==> config.mk <==
export PLATFORM = sky130hd
export DESIGN_NAME = pipelined_segment_adder
export DESIGN_NICKNAME = d
export VERILOG_FILES = /design/src/rtl/pipelined_segment_adder.sv
export SDC_FILE = /design/constraint.sdc
export NUM_CORES = 1
export LEC_CHECK = 0
export BUFFER_PORTS_ARGS = -buffer_cell sky130_fd_sc_hd__buf_2
export CAP_MARGIN = 20
export CORE_MARGIN = 2
export CORE_UTILIZATION = 40
export CTS_CLUSTER_DIAMETER = 50
export DETAILED_ROUTE_END_ITERATION = 6
export PLACE_DENSITY = 0.6
export SLEW_MARGIN = 20
export SYNTH_ARGS = -nofsm -noshare
export SYNTH_HDL_FRONTEND = slang
export SYNTH_SLANG_ARGS = --single-unit
==> constraint.sdc <==
create_clock -name clk -period 3.76 [get_ports clk]
set_input_delay 0.752 -clock clk [delete_from_list [all_inputs] [get_ports clk]]
set_output_delay 0.752 -clock clk [all_outputs]
set_load 0.1 [all_outputs]
==> src/rtl/pipelined_segment_adder.sv <==
// Pipelined add/subtract unit: WIDTH-bit operands resolved SEG bits per stage,
// carry registered between stages, signed-overflow flag, optional saturation,
// valid/ready flow control with a single global advance enable.
module pipelined_segment_adder #(
  parameter int unsigned WIDTH = 16,
  parameter int unsigned SEG   = 8,
  parameter bit          SAT   = 1'b0
) (
  input  logic             clk,
  input  logic             rst_n,
  input  logic             in_valid,
  output logic             in_ready,
  input  logic             op_sub,
  input  logic             cin,
  input  logic [WIDTH-1:0] a,
  input  logic [WIDTH-1:0] b,
  output logic             out_valid,
  input  logic             out_ready,
  output logic [WIDTH-1:0] sum,
  output logic             cout,
  output logic             ovf
);

  localparam int unsigned STAGES = WIDTH / SEG;
  localparam int unsigned LAST   = STAGES - 1;

  if (SEG == 0 || (WIDTH % SEG) != 0) begin : g_bad_params
    $error("pipelined_segment_adder: WIDTH must be a non-zero multiple of SEG");
  end

  // Per-stage skew registers: operands (a, b') travel whole so the upper,
  // still unprocessed slices are available downstream; r_q accumulates the
  // finished lower result slices; c_q is the carry out of the latest slice.
  logic [WIDTH-1:0]  a_q [STAGES];
  logic [WIDTH-1:0]  b_q [STAGES];
  logic [WIDTH-1:0]  r_q [STAGES];
  logic [STAGES-1:0] c_q;
  logic [STAGES-1:0] v_q;

  logic [WIDTH-1:0]  a_n [STAGES];
  logic [WIDTH-1:0]  b_n [STAGES];
  logic [WIDTH-1:0]  r_n [STAGES];
  logic [STAGES-1:0] c_n;
  logic [STAGES-1:0] v_n;

  logic [WIDTH-1:0]  pa;
  logic [WIDTH-1:0]  pb;
  logic [WIDTH-1:0]  pr;
  logic              pc;
  logic              pv;
  logic [SEG:0]      slice;
  logic              adv;
  logic [WIDTH-1:0]  raw;

  // Global advance: the whole pipe moves unless a result is held at the output.
  always_comb begin
    adv      = !out_valid || out_ready;
    in_ready = adv;
  end

  // Slice k is resolved from the previous stage's registers (stage 0 from the
  // ports); only one SEG-bit adder sits between any two register stages.
  always_comb begin
    a_n   = a_q;
    b_n   = b_q;
    r_n   = r_q;
    c_n   = '0;
    v_n   = '0;
    slice = '0;
    pa    = a;
    pb    = op_sub ? ~b : b;
    pr    = '0;
    pc    = op_sub | cin;
    pv    = in_valid;
    for (int unsigned k = 0; k < STAGES; k++) begin
      slice = {1'b0, pa[k*SEG +: SEG]} + {1'b0, pb[k*SEG +: SEG]} + {{SEG{1'b0}}, pc};
      a_n[k] = pa;
      b_n[k] = pb;
      r_n[k] = pr;
      r_n[k][k*SEG +: SEG] = slice[SEG-1:0];
      c_n[k] = slice[SEG];
      v_n[k] = pv;
      pa = a_q[k];
      pb = b_q[k];
      pr = r_q[k];
      pc = c_q[k];
      pv = v_q[k];
    end
  end

  // Stage registers: cleared on reset, all shift together when adv is high.
  always_ff @(posedge clk) begin
    if (!rst_n) begin
      for (int unsigned k = 0; k < STAGES; k++) begin
        a_q[k] <= '0;
        b_q[k] <= '0;
        r_q[k] <= '0;
      end
      c_q <= '0;
      v_q <= '0;
    end else if (adv) begin
      for (int unsigned k = 0; k < STAGES; k++) begin
        a_q[k] <= a_n[k];
        b_q[k] <= b_n[k];
        r_q[k] <= r_n[k];
      end
      c_q <= c_n;
      v_q <= v_n;
    end
  end

  // Flags and saturation from the final stage; a zeroed stage yields ovf=0, sum=0.
  always_comb begin
    raw       = r_q[LAST];
    out_valid = v_q[LAST];
    cout      = c_q[LAST];
    ovf       = (a_q[LAST][WIDTH-1] == b_q[LAST][WIDTH-1]) && (raw[WIDTH-1] != a_q[LAST][WIDTH-1]);
    sum       = raw;
    if (SAT && ovf) begin
      sum = a_q[LAST][WIDTH-1] ? {1'b1, {(WIDTH-1){1'b0}}} : {1'b0, {(WIDTH-1){1'b1}}};
    end
  end

endmodule

Yosys cells after proc, flatten, opt, wreduce, memory -nomap -nowiden
Cells that the tools add are included.
W data, S select, Z words.

operators by class
  bitwise logic cells = 2
  muxes and demuxes = 1
  add/subtract/negate cells = 4
  equal/unequal tests = 2
  reductions and logical operators = 3

operator list
  kind                 count
  $add A8 B8 Y9        2
  $add A9 B1 Y9        2
  $mux W16             1
  $not A16 Y16         1
  $eq A1 B1 Y1         1
  $logic_and A1 B1 Y1  1
  $logic_not A1 Y1     1
  $logic_or A1 B1 Y1   1
  $ne A1 B1 Y1         1
  $or A1 B1 Y1         1

word-level totals
  logic and storage cells = 20
  register bits = 92

Logic depth before layout (Yosys ltp)
Gate-level depths: netlist (run 1).

  word-level depth = 4
  depth in mapped cells = 10
  mapped depth without buffers = 8

Least setup slack after synthesis (run 1)
OpenSTA, ideal clock, no wires.

  kind = reg-to-output
  from = reg r_q, in the netlist sum[15]
  to = out ovf
  stages on the path, launching flop included = 2
  path slack = 0.087 ns
  arrival = 2.921 ns
  cell sequence = dfxtp_1 -> o21ai_0

on the way
  cells in the longest elaborated chain, start to end = 2

ends and longest elaborated chain
  what                               RTL line  text
  from (decl)                        36        logic [WIDTH-1:0] r_q [STAGES];
  from (signal, indexed assignment)  105       r_q[k] <= r_n[k];
  $ne A1 B1 Y1                       117       ovf = (a_q[LAST][WIDTH-1] == b_q[LAST][WIDTH-1]) && (raw[WIDTH-1] != a_q[LAST][WIDTH-1]);
  $logic_and A1 B1 Y1                117
  to (decl)                          21        output logic ovf

Every way passes these cells.

Worst setup path in the final report (run 1)
  from = in op_sub
  to = reg r_q, in the netlist r_n[6]

on the way
  cells in the longest elaborated chain, start to end = 3
  elaborated cells between the ends (all ways) = 4

ends and longest elaborated chain
  what             RTL line  text
  from (decl)      13        input logic op_sub,
  $mux W16         71        pb = op_sub ? ~b : b;
  $add A8 B8 Y9    76        slice = {1'b0, pa[k*SEG +: SEG]} + {1'b0, pb[k*SEG +: SEG]} + {{SEG{1'b0}}, pc};
  $add A9 B1 Y9 *  76

Mark *: on every way between the ends. The rest lies on a longest branch, timed or not.
A chain may end at the register's enable or synchronous reset.

==> results.md, run 1 <==
- The run finished with clean final reports.
- The net switching power figure is 503.7 µW.
- The core region is 5921 µm².
- The clock sink total is 46.
- Measured along the y axis, the die boundary spans 82.06 µm.
- Clock-pin slew was measured on the worst setup and hold paths at 90 ps.
- The filler cells instantiated in the layout total 621.
- The max-cap violation count is 0.
- The critical path's slowest cell is sky130_fd_sc_hd__buf_2.
- The number of hold-slack violations in the final timing report was 0.
- For the worst-skew pair, the clock arrives at the later sink with an insertion delay of 300 ps.
- For this run, the slowest stage of the critical path takes roughly 400 ps.
- The number of top-level pins is 58.
- STA classifies the critical path startpoint as an input pin.
- The maximum level of the CTS H-tree is 2.
- The congestion estimate from routability-driven global placement came to 0.8188.
- The largest fanout on the critical path is 17.
- After clock tree synthesis, the setup repair step added 0 buffers.
- The initial core utilization is 0.4117.
- The portion of synthesized area spent on multiplexers is 0.02002.
- The floorplan has 28 rows.
- The wire-length estimate of the detail-placed layout is 3.663 mm.
- The post-route clock skew is 9.160 ps.
- Setup repair after global routing left no endpoint under its margin.
- The number of nets in the synthesized netlist is 336.
- The number of remaining DRC errors is 0.
- The worst IR drop on VDD is 0.0002140 V.
- The critical path is of the in2reg type.
- The dominant combinational cell family by area after synthesis is compound AO/OA/AOI/OAI gates.
- The number of hold buffers added after CTS was 0.
- The die is 82.06 µm wide.
- At the pin with the least slew margin, the transition time is 624.0 ps.
- The remaining antenna violation count after routing is 0.
- At the end of the flow the core is filled with cells to 0.4795.
- The die footprint is 6734 µm².
- The internal portion of the total power is 866.6 µW.
- The switching fraction of total power is 0.3676.
- The routed design has 5.151 mm of wire.
- The setup TNS is 0 ps.
- The number of register bits inferred by synthesis is 46.
- The simple-gate area share of the yosys netlist is 0.1612.
- The share of total power dissipated in combinational logic is 0.320.
- In this run the tightest slew margin relative to its limit is 0.5834.
- In the finished design, the share of the clock period the worst path needs comes to 0.7018.
- The static leakage power is 1.303 nW.
- The signal arrival time at the worst endpoint is 2860 ps.
- Timing would allow up to around 0.38 GHz.
- The share of the yosys chip area belonging to registers is 0.3778.
- Counting along the longest clock path gives a buffer depth of 2.
- Using the TritonRoute via totals, the vias-per-cell ratio works out to 4.988.
- The maximum number of pins on one net before global-route repair is 37.
- The number of diodes is 0.
- In this run the clock root is driven by a sky130_fd_sc_hd__clkbuf_8.
- The count of buffers added on input and output ports is 57.
- The adder and majority cell fraction of the synthesized area is 0.1047.
- The register share of total power is 0.416.
- The share of final-layout standard cells stronger than drive strength 1 is 0.2417.
- The worst setup slack after layout is 1121 ps.
- The number of unique standard cell types used by synthesis is 45.
- The compound-cell area share of the yosys netlist was 0.2017.
- The number of nets in the finished design is 386.
- The most used cell along the critical path is sky130_fd_sc_hd__fa_1.
- The post-synth design cell area is 2437 µm².
- Power comes to 1.370 mW.
- The wire length of the first global-routing pass is 8.266 mm.
- TritonCTS built the clock tree.
- The number of buffers added by the clock tree synthesis step is 5.
- The total vias in the final route is ~2,000.
- A synthesized cell averages 8.705 µm².
- In the final routed layout, each cell accounts on average for 12.69 µm.
- The final global-route overflow total is 0.
- The number of pins exceeding their max-slew limit in the final report is 0.
- The number of warnings printed during yosys synthesis is 0.
- The area added between synthesis and finish is 16.48%.
- The post-placement setup slack is 798.4 ps.
- Post-CTS repair changed the size of 0 cells.
- The power per cell area is 482.7 nW/µm².
- The class of the tightest hold or removal check is reg2reg.
- The clock power share is 0.264.
- The clock period could shrink to 2639 ps.
- Of the total synthesized cell area, the portion taken by XOR and XNOR cells is 0.07906.
- Walking the worst path, the cells encountered are buf_2 -> xor2_1 -> fa_1 -> inv_1 -> fa_1 -> nor2b_1 -> o2111a_1 -> nor3_1 -> o31ai_1.
- STA classifies the critical path endpoint as a flop.
- The first TritonRoute pass finished after 4 iterations.
- Setup violations remaining at the end of the flow were counted as 0.
- For this run, the total global-route usage over all layers was measured as 0.1631.
- The number of DRC markers after the initial detailed-route iteration is 71.
- The via count of the first global-routing pass is 1,757.
- The initial antenna violation count is 0.
- The data required time of the worst path is 3980 ps.
- In the synthesized netlist, the number of instances is 280.
[stage by stage]
step / hold slack (ps) / instances / cell area [µm²]
after floorplan: 432.1 / 280 / 2437
after global placement: 436.0 / 398 / 2730
after detailed placement: 441.6 / 398 / 2730
after CTS: 453.4 / 406 / 2839
after global routing: 476.0 / 406 / 2839
final: 448.4 / 406 / 2839
[sequential cells by signal, indices dropped and copies added (netlist names)]
name,cells
a_n,8
b_n,8
c_q,2
pa,1
pb,1
r_n,8
sum,16
v_q,2
[layout make-up]
class	count	area (µm²)	area share
Clock buffer	5	68.82	0.02424
Clock inverter	3	40.04	0.01410
Inverter	9	33.78	0.01190
Multi-Input combinational cell	209	1381	0.4866
Sequential cell	46	920.9	0.3244
Tap cell	75	93.84	0.03305
Timing Repair Buffer	59	300.3	0.1058
[path summary, 6_finish.rpt]
path                from      to  slack (ps)  depth (start not counted)
setup / recovery  op_sub  r_n[6]        1120                          9
hold / removal    sum[8]  sum[8]         450                          2
setup reg to reg  c_q[0]  c_q[1]        1610                          6
hold reg to reg   sum[8]  sum[8]         450                          2
[cell usage after synthesis (all sizes together)]
cell type,n,area (µm²)
a221oi,1,15.01
o211ai,1,7.510
or2,1,6.260
nor2b,2,20.02
a31oi,2,12.51
a211oi,10,75.07
o2111a,1,11.26
or3,1,6.260
a21oi,37,185.2
mux2,4,48.79
nand4,2,12.51
o2111ai,1,8.760
nand3,8,40.04
nor2,14,52.55
a21o,6,45.04
clkbuf,6,22.52
nor3,1,5.000
o21ai,9,48.80
xnor2,12,105.1
and3,3,23.77
or2b,1,7.510
o221ai,1,8.760
dfxtp,46,920.9
nand2,50,190.2
o2bb2ai,3,32.53
o22ai,3,18.77
nor3b,2,15.01
xor2,10,87.58
inv,9,33.79
o21a,2,15.01
fa,4,80.08
nand2b,1,6.260
nand3b,1,7.510
buf,10,78.82
o31ai,1,7.510
ha,14,175.2
[power groups by stage]
stage,sequential [mW],combinational [mW],clock [mW]
after floorplan,0.734,0.206,0
after global placement,0.582,0.438,0
after detailed placement,0.583,0.440,0
after CTS,0.572,0.441,0.367
after global routing,0.579,0.474,0.398
final,0.571,0.438,0.361
[critical path: cells and delay by family]
family                     cells  cell delay (ps)
xor gates and xnor gates       1              250
buffers and inverters          2              460
and+or+nand+nor                2              300
adders and majority gates      2              600
AOI/OAI and AO/OA              2              480
[routing by layer]
metal	routed length, µm	global-route usage	part of all wire	up-vias
li1	-	-	-	1071
met1	2457	0.2099	0.48	910
met2	2406	0.2675	0.47	39
met3	228	0.04505	0.044	5
met4	59	0.04500	0.011	0
met5	0	0	0	-
[cell usage in the layout, fill, tap and decap left out, drive strengths merged, types with 2 or more instances in the layout]
cell / instances
buf: 59
nand2: 50
dfxtp: 46
a21oi: 37
nor2: 14
ha: 14
xnor2: 12
xor2: 10
a211oi: 10
o21ai: 9
inv: 9
nand3: 8
a21o: 6
clkbuf: 5
fa: 4
mux2: 4
o22ai: 3
and3: 3
o2bb2ai: 3
a31oi: 2
o21a: 2
nor3b: 2
nand4: 2
clkinv: 2
nor2b: 2
[logic make-up (layout without fill, tap and decap cells)]
logic type,Yosys count,count (layout)
simple gates,87,87
compound gates,78,78
flops,46,46
buf+inv,25,76
xor+xnor,22,22
fa+ha+maj,18,18
mux,4,4
No activity file was read; power rests on OpenSTA's default activity.
==> run 2, diff against run 1 <==
PLACE_DENSITY = 0.63   (was 0.6)
clock period = 2.1 ns   (was 3.76 ns; I/O delays follow)
==> results.md, run 2 (synthesis results as in run 1) <==
- The share of the cycle needed by the critical path after routing is 0.9407.
- The placer congestion estimate is 0.8943 (was 0.8188).
- The routed length on met3 is 236 µm (was 228 µm).
- The initial antenna violation count came to 0 (unchanged).
- The number of iterations in the first detailed-routing pass is 5 (was 4).
- The CTS clock-pin slew for the worst setup and hold paths is 80 ps (was 90 ps).
- The area added between synthesis and finish was 19.87% (was 16.48%).
- The setup TNS is 0 ps (unchanged).
- The number of cells after detailed placement was 408 (was 398).
- The largest buffer count on any clock path was 2 (unchanged).
- The largest fanout on the critical path is 2 (was 17).
- The final core utilization was 0.4934 (was 0.4795).
- The worst setup slack after layout was 124.5 ps (was 1121 ps).
- The endpoint of the most critical register-to-register path is c_q[1] (unchanged).
- The worst IR drop on VDD is 0.0003779 V (was 0.0002140 V).
- The count of input and output buffers is 57 (unchanged).
- The register-to-register setup slack was 120 ps (was 1610 ps).
- The setup violation total in the final timing report came to 0 (unchanged).
- The post-placement setup slack was -138.5 ps (was 798.4 ps).
- The final hold slack came to 357.7 ps (was 448.4 ps).
- Static timing analysis puts the maximum clock frequency at 0.5062 GHz.
- The post-route clock skew is 4.507 ps (was 9.160 ps).
- The end point of the worst hold path is a_n[8] (was sum[8]).
- The static leakage power is 1.340 nW (was 1.303 nW).
- The startpoint type of the worst setup path is a flop (was input pin).
- The worst-skew pair later-pin latency came to 300 ps (about the same).
- The detailed-route wire length per cell is 12.67 µm (was 12.69 µm).
- The signal arrival time at the worst endpoint was 2160 ps (was 2860 ps).
- The number of fill cells was 579 (was 621).
- The post-cts resize count was 0 (unchanged).
- The global router's overall resource usage is 0.1721 (was 0.1631).
- The half-perimeter wire length after placement is 3.957 mm (was 3.663 mm).
- The data required time of the worst path is 2280 ps (was 3980 ps).
- The worst hold path cell count is 3 (was 2).
- The overall die height came to 82.06 µm (unchanged).
- The number of vias per cell after detailed routing is 5.084 (was 4.988).
- The number of pins exceeding their max-slew limit in the final report is 0 (unchanged).
- The core box area is 5921 µm² (unchanged).
- The number of diodes is 0 (unchanged).
- The sum of routed wire length over all layers came to 5.269 mm (was 5.151 mm).
- The number of hold-slack violations in the final timing report is 0 (unchanged).
- The final global-route overflow total is 0 (unchanged).
- The post-CTS setup buffer count came to 0 (unchanged).
- The instance area after placement came to 2824 µm² (was 2730 µm²).
- The number of nets in the finished design is 396 (was 386).
- The power per cell area is 823.0 nW/µm² (was 482.7 nW/µm²).
- The measured slew at the worst slew-check pin is 505.7 ps (was 624.0 ps).
- The initial core utilization is 0.4117 (unchanged).
- The highest metal layer used by the detailed router is met4 (unchanged).
- Commonest cells after routing, fill and taps aside: sky130_fd_sc_hd__buf_2, sky130_fd_sc_hd__nand2_1, sky130_fd_sc_hd__dfxtp_1 (unchanged).
- The clock sink total is 46 (unchanged).
- The wire length of the first global-routing pass is 8.928 mm (was 8.266 mm).
- The library cell used as clock root buffer is sky130_fd_sc_hd__clkbuf_8 (unchanged).
- The hold path startpoint is a[8] (was sum[8]).
- The length in cells of the worst reg-to-reg path is 6 (unchanged).
- Result of the run: complete, no violations (unchanged).
- The quantity of hold-fixing buffers added after cts came to 0 (unchanged).
- The remaining antenna violation count after routing is 0 (unchanged).
- The startpoint of the worst register-to-register path is c_q[0] (unchanged).
- Unrepaired setup endpoints after global routing: no (unchanged).
- The number of remaining DRC errors is 0 (unchanged).
- The die footprint is 6734 µm² (unchanged).
- The number of top-level pins is 58 (unchanged).
- The max-cap violation count is 0 (unchanged).
- The share of final-layout standard cells stronger than drive strength 1 is 0.2903 (was 0.2417).
- The final design area excluding fillers is 2922 µm² (was 2839 µm²).
- The via count of the first global-routing pass is 1,947 (was 1,757).
- The maximum level of the CTS H-tree came to 2 (unchanged).
- The endpoint class of the critical path is a flop (unchanged).
- The number of flip-flops under the largest register name is 16 (unchanged).
- The count of placed standard cells in the final layout, fillers left out is 416 (was 406).
- The remaining max-slew budget at the tightest pin is 0.6652 (was 0.5834).
- The kind of critical path is reg2reg (was in2reg).
- The placement row count is 28 (unchanged).
- The number of buffers added by the clock tree synthesis step came to 5 (unchanged).
- The horizontal die dimension came to 82.06 µm (unchanged).
- The number of DRC markers after the initial detailed-route iteration is 104 (was 71).
- The wire length on met2 is 2.556 mm (was 2.406 mm).
- The clock tree from TritonCTS is built (unchanged).
- The overall power after layout is 2.404 mW (was 1.370 mW).
- The total vias in the final route is 2,115 (was 2,025).
- The total routed wire length on the met1 layer is 2.376 mm (was 2.457 mm).
- The class of the tightest hold or removal check is in2reg (was reg2reg).
- The maximum number of pins on one net before global-route repair came to 35 (was 37).
- The most common cell after layout, fill and taps aside was sky130_fd_sc_hd__buf_2 (unchanged).
- The post-layout minimum cycle time is about 2000 ps.
run 2: layout make-up:
| cell class | instances | area, µm² | share of cell area |
|---|---|---|---|
| Clock buffer | 7 | 86.33 | 0.02955 |
| Sequential cell | 46 | 923.4 | 0.3161 |
| Timing Repair Buffer | 69 | 375.4 | 0.1285 |
| Tap cell | 75 | 93.84 | 0.03212 |
| Multi-Input combinational cell | 209 | 1404 | 0.4805 |
| Clock inverter | 1 | 5.005 | 0.001713 |
| Inverter | 9 | 33.78 | 0.01156 |
run 2: layer usage:
layer,up-vias,track usage
met5,-,0
met1,974,0.2182
met3,7,0.03626
met4,0,0.05833
met2,45,0.2894
li1,1089,-
run 2: worst max-delay path: stages, from the launching register on:
cell                       delay [ps]
sky130_fd_sc_hd__dfxtp_2          350
sky130_fd_sc_hd__fa_2             410
sky130_fd_sc_hd__fa_2             360
sky130_fd_sc_hd__a21o_1           210
sky130_fd_sc_hd__a221oi_2         320
sky130_fd_sc_hd__nand3b_1         150
sky130_fd_sc_hd__a31oi_1           80
run 2: worst max-delay path by stage:
stage	from	to	slack [ps]
6_report	c_q[0]	c_q[1]	120
3_3_place_gp	op_sub	r_n[6]	-100
4_1_cts	c_q[0]	sum[14]	4
2_1_floorplan	op_sub	r_n[6]	-170
5_1_grt	c_q[0]	sum[14]	6
3_5_place_dp	op_sub	r_n[6]	-140
run 2: report_power, final:
group / leakage (nW) / internal, mW / switching [mW]
Clock: 0.0482 / 0.266 / 0.287
Combinational: 0.910 / 0.263 / 0.564
Sequential: 0.382 / 0.968 / 0.0564
